$ cat src/rtl/line_clear_unit.sv
// Row-elimination and scoring engine: scans a locked board bottom-up, removes
// full rows one per cycle, compacts the rows above and keeps a saturating BCD score.
module line_clear_unit #(
  parameter int COLS   = 12,
  parameter int ROWS   = 12,
  parameter int DIGITS = 4
) (
  input  logic                   clk,
  input  logic                   rst,
  input  logic                   start,
  input  logic [COLS*ROWS-1:0]   board_in,
  input  logic                   score_clr,
  output logic                   busy,
  output logic                   done,
  output logic [COLS*ROWS-1:0]   board_out,
  output logic [3:0]             lines_cleared,
  output logic [4*DIGITS-1:0]    score_bcd,
  output logic [1:0]             state_dbg
);

  localparam int N     = COLS * ROWS;
  localparam int IDX_W = $clog2(ROWS);

  typedef enum logic [1:0] {
    S_IDLE = 2'd0,
    S_SCAN = 2'd1,
    S_DONE = 2'd2
  } state_e;

  state_e              state_q, state_d;
  logic [N-1:0]        work_q, work_d;
  logic [IDX_W-1:0]    row_idx_q, row_idx_d;
  logic [3:0]          cnt_q, cnt_d;
  logic                done_q, done_d;
  logic [N-1:0]        board_out_q, board_out_d;
  logic [3:0]          lines_q, lines_d;
  logic [4*DIGITS-1:0] score_q, score_d;

  logic [COLS-1:0]     row_cur;
  logic                row_full;
  logic [N-1:0]        shifted;

  // Current row selection and the board with the current row removed
  // (everything above it drops by one, a blank row enters at the top).
  always_comb begin
    row_cur = '0;
    for (int r = 0; r < ROWS; r++) begin
      if (IDX_W'(r) == row_idx_q) row_cur = work_q[r*COLS +: COLS];
    end
    row_full = &row_cur;
    shifted  = '0;
    for (int r = 0; r < ROWS; r++) begin
      if (IDX_W'(r) > row_idx_q)
        shifted[r*COLS +: COLS] = work_q[r*COLS +: COLS];
      else if (r == 0)
        shifted[0 +: COLS] = '0;
      else
        shifted[r*COLS +: COLS] = work_q[(r-1)*COLS +: COLS];
    end
  end

  logic [3:0]          add_units, add_tens, addend;
  logic [4:0]          dsum;
  logic                carry;
  logic [4*DIGITS-1:0] score_sum;

  // Ripple BCD add of cnt (split into tens/units); carry out of the top digit saturates.
  always_comb begin
    add_units = cnt_q;
    add_tens  = 4'd0;
    if (cnt_q >= 4'd10) begin
      add_units = cnt_q - 4'd10;
      add_tens  = 4'd1;
    end
    carry     = 1'b0;
    addend    = 4'd0;
    dsum      = 5'd0;
    score_sum = '0;
    for (int d = 0; d < DIGITS; d++) begin
      addend = (d == 0) ? add_units : ((d == 1) ? add_tens : 4'd0);
      dsum   = {1'b0, score_q[d*4 +: 4]} + {1'b0, addend} + {4'b0, carry};
      if (dsum > 5'd9) begin
        score_sum[d*4 +: 4] = 4'(dsum - 5'd10);
        carry               = 1'b1;
      end else begin
        score_sum[d*4 +: 4] = dsum[3:0];
        carry               = 1'b0;
      end
    end
    if (carry) score_sum = {DIGITS{4'd9}};
  end

  always_comb begin
    state_d     = state_q;
    work_d      = work_q;
    row_idx_d   = row_idx_q;
    cnt_d       = cnt_q;
    done_d      = 1'b0;
    board_out_d = board_out_q;
    lines_d     = lines_q;
    score_d     = score_q;
    case (state_q)
      S_IDLE: begin
        if (start) begin
          work_d    = board_in;
          row_idx_d = IDX_W'(ROWS - 1);
          cnt_d     = 4'd0;
          state_d   = S_SCAN;
        end
      end
      S_SCAN: begin
        if (row_full) begin
          work_d = shifted;
          cnt_d  = cnt_q + 4'd1;
        end else if (row_idx_q == '0) begin
          state_d = S_DONE;
        end else begin
          row_idx_d = row_idx_q - 1'b1;
        end
      end
      S_DONE: begin
        board_out_d = work_q;
        lines_d     = cnt_q;
        score_d     = score_sum;
        done_d      = 1'b1;
        state_d     = S_IDLE;
      end
      default: state_d = S_IDLE;
    endcase
    // A new-game clear overrides any add landing on the same edge.
    if (score_clr) score_d = '0;
  end

  always_ff @(posedge clk or negedge rst) begin
    if (!rst) begin
      state_q     <= S_IDLE;
      work_q      <= '0;
      row_idx_q   <= '0;
      cnt_q       <= '0;
      done_q      <= 1'b0;
      board_out_q <= '0;
      lines_q     <= '0;
      score_q     <= '0;
    end else begin
      state_q     <= state_d;
      work_q      <= work_d;
      row_idx_q   <= row_idx_d;
      cnt_q       <= cnt_d;
      done_q      <= done_d;
      board_out_q <= board_out_d;
      lines_q     <= lines_d;
      score_q     <= score_d;
    end
  end

  assign busy          = (state_q == S_SCAN);
  assign done          = done_q;
  assign board_out     = board_out_q;
  assign lines_cleared = lines_q;
  assign score_bcd     = score_q;
  assign state_dbg     = state_q;

endmodule
$ cat config.mk
export PLATFORM = sky130hd
export DESIGN_NAME = line_clear_unit
export DESIGN_NICKNAME = d
export VERILOG_FILES = /design/src/rtl/line_clear_unit.sv
export SDC_FILE = /design/constraint.sdc
export NUM_CORES = 1
export LEC_CHECK = 0
export ABC_AREA = 1
export CAP_MARGIN = 15
export CORE_MARGIN = 5
export CORE_UTILIZATION = 45
export DETAILED_ROUTE_END_ITERATION = 16
export DONT_BUFFER_PORTS = 1
export GPL_ROUTABILITY_DRIVEN = 0
export GPL_TIMING_DRIVEN = 0
export PLACE_DENSITY = 0.57
export SLEW_MARGIN = 20
export SYNTH_ARGS = -nofsm -noshare
export SYNTH_HDL_FRONTEND = slang
export SYNTH_SLANG_ARGS = --single-unit
$ cat constraint.sdc
create_clock -name clk -period 12.1 [get_ports clk]
set_input_delay 0.605 -clock clk [delete_from_list [all_inputs] [get_ports clk]]
set_output_delay 0.605 -clock clk [all_outputs]
set_load 0.1 [all_outputs]
==> metrics.yaml <==
yosys.area.top_type: "dfrtp_1"
worst-path-max-fanout: 9
dieHeight_um: 196.2
portBuffers: 0
cp.required_ns: 12.56
postCtsSetupRepairBufs: 0
dpl.cell_count: 2443
peakVddDrop_v: 0.0001625
totalNegativeSetupSlack_ns: 0
dieWidth_um: 196.2
dp_hpwl_um: 41090
grt_max_degree: 320
wl_per_cell_um: 21.79
synth_cells: 1987
worstSetupPathType: "flip-flop to flip-flop"
syn_to_final_growth_pct: 12.54
cts_tree: "built"
synthArstFlopShare_pct: 100.0
dieArea_um2: 38490
max_slew.worst_pin.slew_ns: 1.158
yosysWarnings: 0
synth_top_cells_by_area: "dfrtp_1, nand2_1, o21ai_0"
max_freq_mhz: 157.8
hold_buffers: 1
drtPass1Iterations: 6
root_buffer: "clkbuf_16"
clk_pin_slew_ns: 0.06
skew_ns: 0.02192
synth-seq-cells: 319
power.density_nw_per_um2: 327.3
power_switching_mw: 3.088
crit_path_top_delay_cell: "fa_1"
fillers: 3415
p_clk_share_pct: 20.3
yosys-top-cells-count: "nand2_1, o21ai_0, dfrtp_1"
ant_nets: 0
worstSkewPairLatency_ns: 0.53
fin_cells: 2518
antenna_found_initial: 9
path_buf_inv: 6
synth_sequential_area_ratio_pct: 51.17
p_seq_share_pct: 46.5
hold_path.class: "primary input to flip-flop"
via_per_inst: 5.483
slowest_delay_ns: 0.46
p_comb_share_pct: 33.2
pin_count: 316
path_delay_family: "adder cells"
drt_iter0_markers: 1056
synthFlopType: "dfrtp_1"
clockBufferDepth: 3
p_leak_nw: 8.632
place_ws_ns: 5.892
fin_nets: 2200
hold_viol: 0
syn_avg_cell_area_um2: 7.851
cp.arrival_ns: 6.80
grt.total_usage_pct: 27.72
drc: 0
core.rowCount: 68
clock_sinks: 319
synth_top_area_share_pct: 51.17
layout_setup_ws_ns: 5.761
initial_core_util_pct: 45.38
syn_area_um2: 15600
coreArea_um2: 34370
synth.net_count: 2157
p_int_mw: 2.659
worstSetupEndpointType: "flip-flop"
rsz0062_at_grt: "false"
status: "finished, final reports clean"
synth_most_common_cell: "nand2_1"
num_vias: 13810
drive_above_1_share_pct: 5.885
grt_first_pass_wirelength_um: 82330
fin_crit_sh_pct: 52.39
first_global_vias: 13360
cap_violations: 0
startpoint_type: "flip-flop"
setup_viol: 0
overflow: 0
switching_share_pct: 53.73
layout_min_cycle_time_ns: 6.339
drt-total-wl_um: 54870
synth_edf_count: 0
cts.htree.levels: 2
cts_buffers: 36
synth_cell_types: 37
cts_resized: 0
slew_viol_final: 0
relSlewSlack_pct: 22.79
==> final cells by class <==
cell class	count	area [um2]	area share, %
clock buffers	53	1096	6.243
plain buffers	114	534.3	3.043
repair buffers	5	112.6	0.6414
inverters	224	840.8	4.789
well taps	455	569.3	3.243
flip-flops and latches	319	7983	45.47
clock inverters	11	160.2	0.9122
diodes	7	17.52	0.09977
multi-input cells	1330	6243	35.56
==> worst register-to-register path, delay by kind of cell (launching register included) <==
| family | cells | cell delay [ns] |
|---|---|---|
| DFF | 1 | 0.42 |
| buffers and inverters | 6 | 0.60 |
| adders and majority gates | 8 | 2.13 |
| xor gates and xnor gates | 4 | 0.74 |
| AOI/OAI and AO/OA | 7 | 1.21 |
| and+or+nand+nor | 10 | 1.18 |
==> worst paths after layout <==
path	start	to	slack (ns)	cells after the start
worst max-delay path	cnt_q[0]	score_bcd[10]	5.76	35
worst min-delay path	board_in[4]	work_q[4]	0.23	2
worst max register to register	cnt_q[0]	score_bcd[10]	5.76	35
worst min register to register	work_q[88]	work_q[88]	0.47	2
max in group asynchronous	rst	work_q[87]	10.45	3
min in group asynchronous	rst	score_bcd[8]	0.59	2
==> power groups by stage <==
stage | sequential [mW] | clock [mW] | combinational [mW]
floorplan | 2.60 | 0 | 1.27
global placement | 2.68 | 0 | 1.84
detailed placement | 2.69 | 0 | 1.87
CTS | 2.67 | 1.18 | 1.90
global route | 2.72 | 1.23 | 2.15
finish | 2.67 | 1.17 | 1.91
==> sequential cells by signal (all words and copies together) (netlist names) <==
register and flops:
cnt_q 4, state_dbg 2, board_out 144, done 1
score_bcd 16, lines_cleared 4, row_idx_q 4, work_q 144
==> cells by family after synthesis <==
kind of cell / count (synthesis) / share of synthesized area (%)
AND/OR/NAND/NOR: 782 / 20.28
XOR/XNOR: 12 / 0.6737
flip-flops: 319 / 51.17
multiplexers: 5 / 0.3208
buffers and inverters: 338 / 8.807
AO/OA/AOI/OAI: 509 / 16.88
adder cells (fa/ha/maj): 22 / 1.861
==> stage by stage <==
step | total power, mW | area, um2 | hold WS, ns | utilization [%]
after floorplan | 3.865 | 15600 | 0.3094 | -
after global placement | 4.521 | 16170 | 0.3169 | 47.04
after detailed placement | 4.559 | 16190 | 0.3171 | 47.10
after CTS | 5.758 | 17470 | 0.2119 | 50.84
after global routing | 6.098 | 17550 | 0.2202 | 51.06
final | 5.747 | 17560 | 0.2299 | 51.08
==> routing by layer <==
metal  vias up  wire, um  track usage (%)
met3        92      4866            7.264
met5         -        35                0
met2       508     24620            42.46
met4         8      1428            8.042
met1      6698     23920            39.07
li1       6500         -                -
==> placed cells by master, fill, tap and decap left out, drive strengths merged <==
| cell | Yosys | routed |
|---|---|---|
| nand2 | 641 | 641 |
| o21ai | 446 | 446 |
| dfrtp | 319 | 319 |
| inv | 222 | 222 |
| clkbuf | 67 | 120 |
| nand3 | 81 | 81 |
| buf | 47 | 51 |
| nor2 | 34 | 34 |
| a21oi | 33 | 33 |
| o211ai | 25 | 25 |
| ha | 20 | 20 |
| nand4 | 14 | 14 |
| xor2 | 10 | 10 |
| diode | 0 | 7 |
| clkinv | 2 | 7 |
| nor4 | 6 | 6 |
| mux2i | 5 | 5 |
| bufinv | 0 | 4 |
| nor3 | 4 | 4 |
| xnor2 | 2 | 2 |
| or2 | 2 | 2 |
| fa | 2 | 2 |
| clkinvlp | 0 | 2 |
| o21bai | 1 | 1 |
| a41oi | 1 | 1 |
| a32oi | 1 | 1 |
| a32o | 1 | 1 |
| o22ai | 1 | 1 |
| dlygate4sd3 | 0 | 1 |
(Power assumes the default switching activity.)
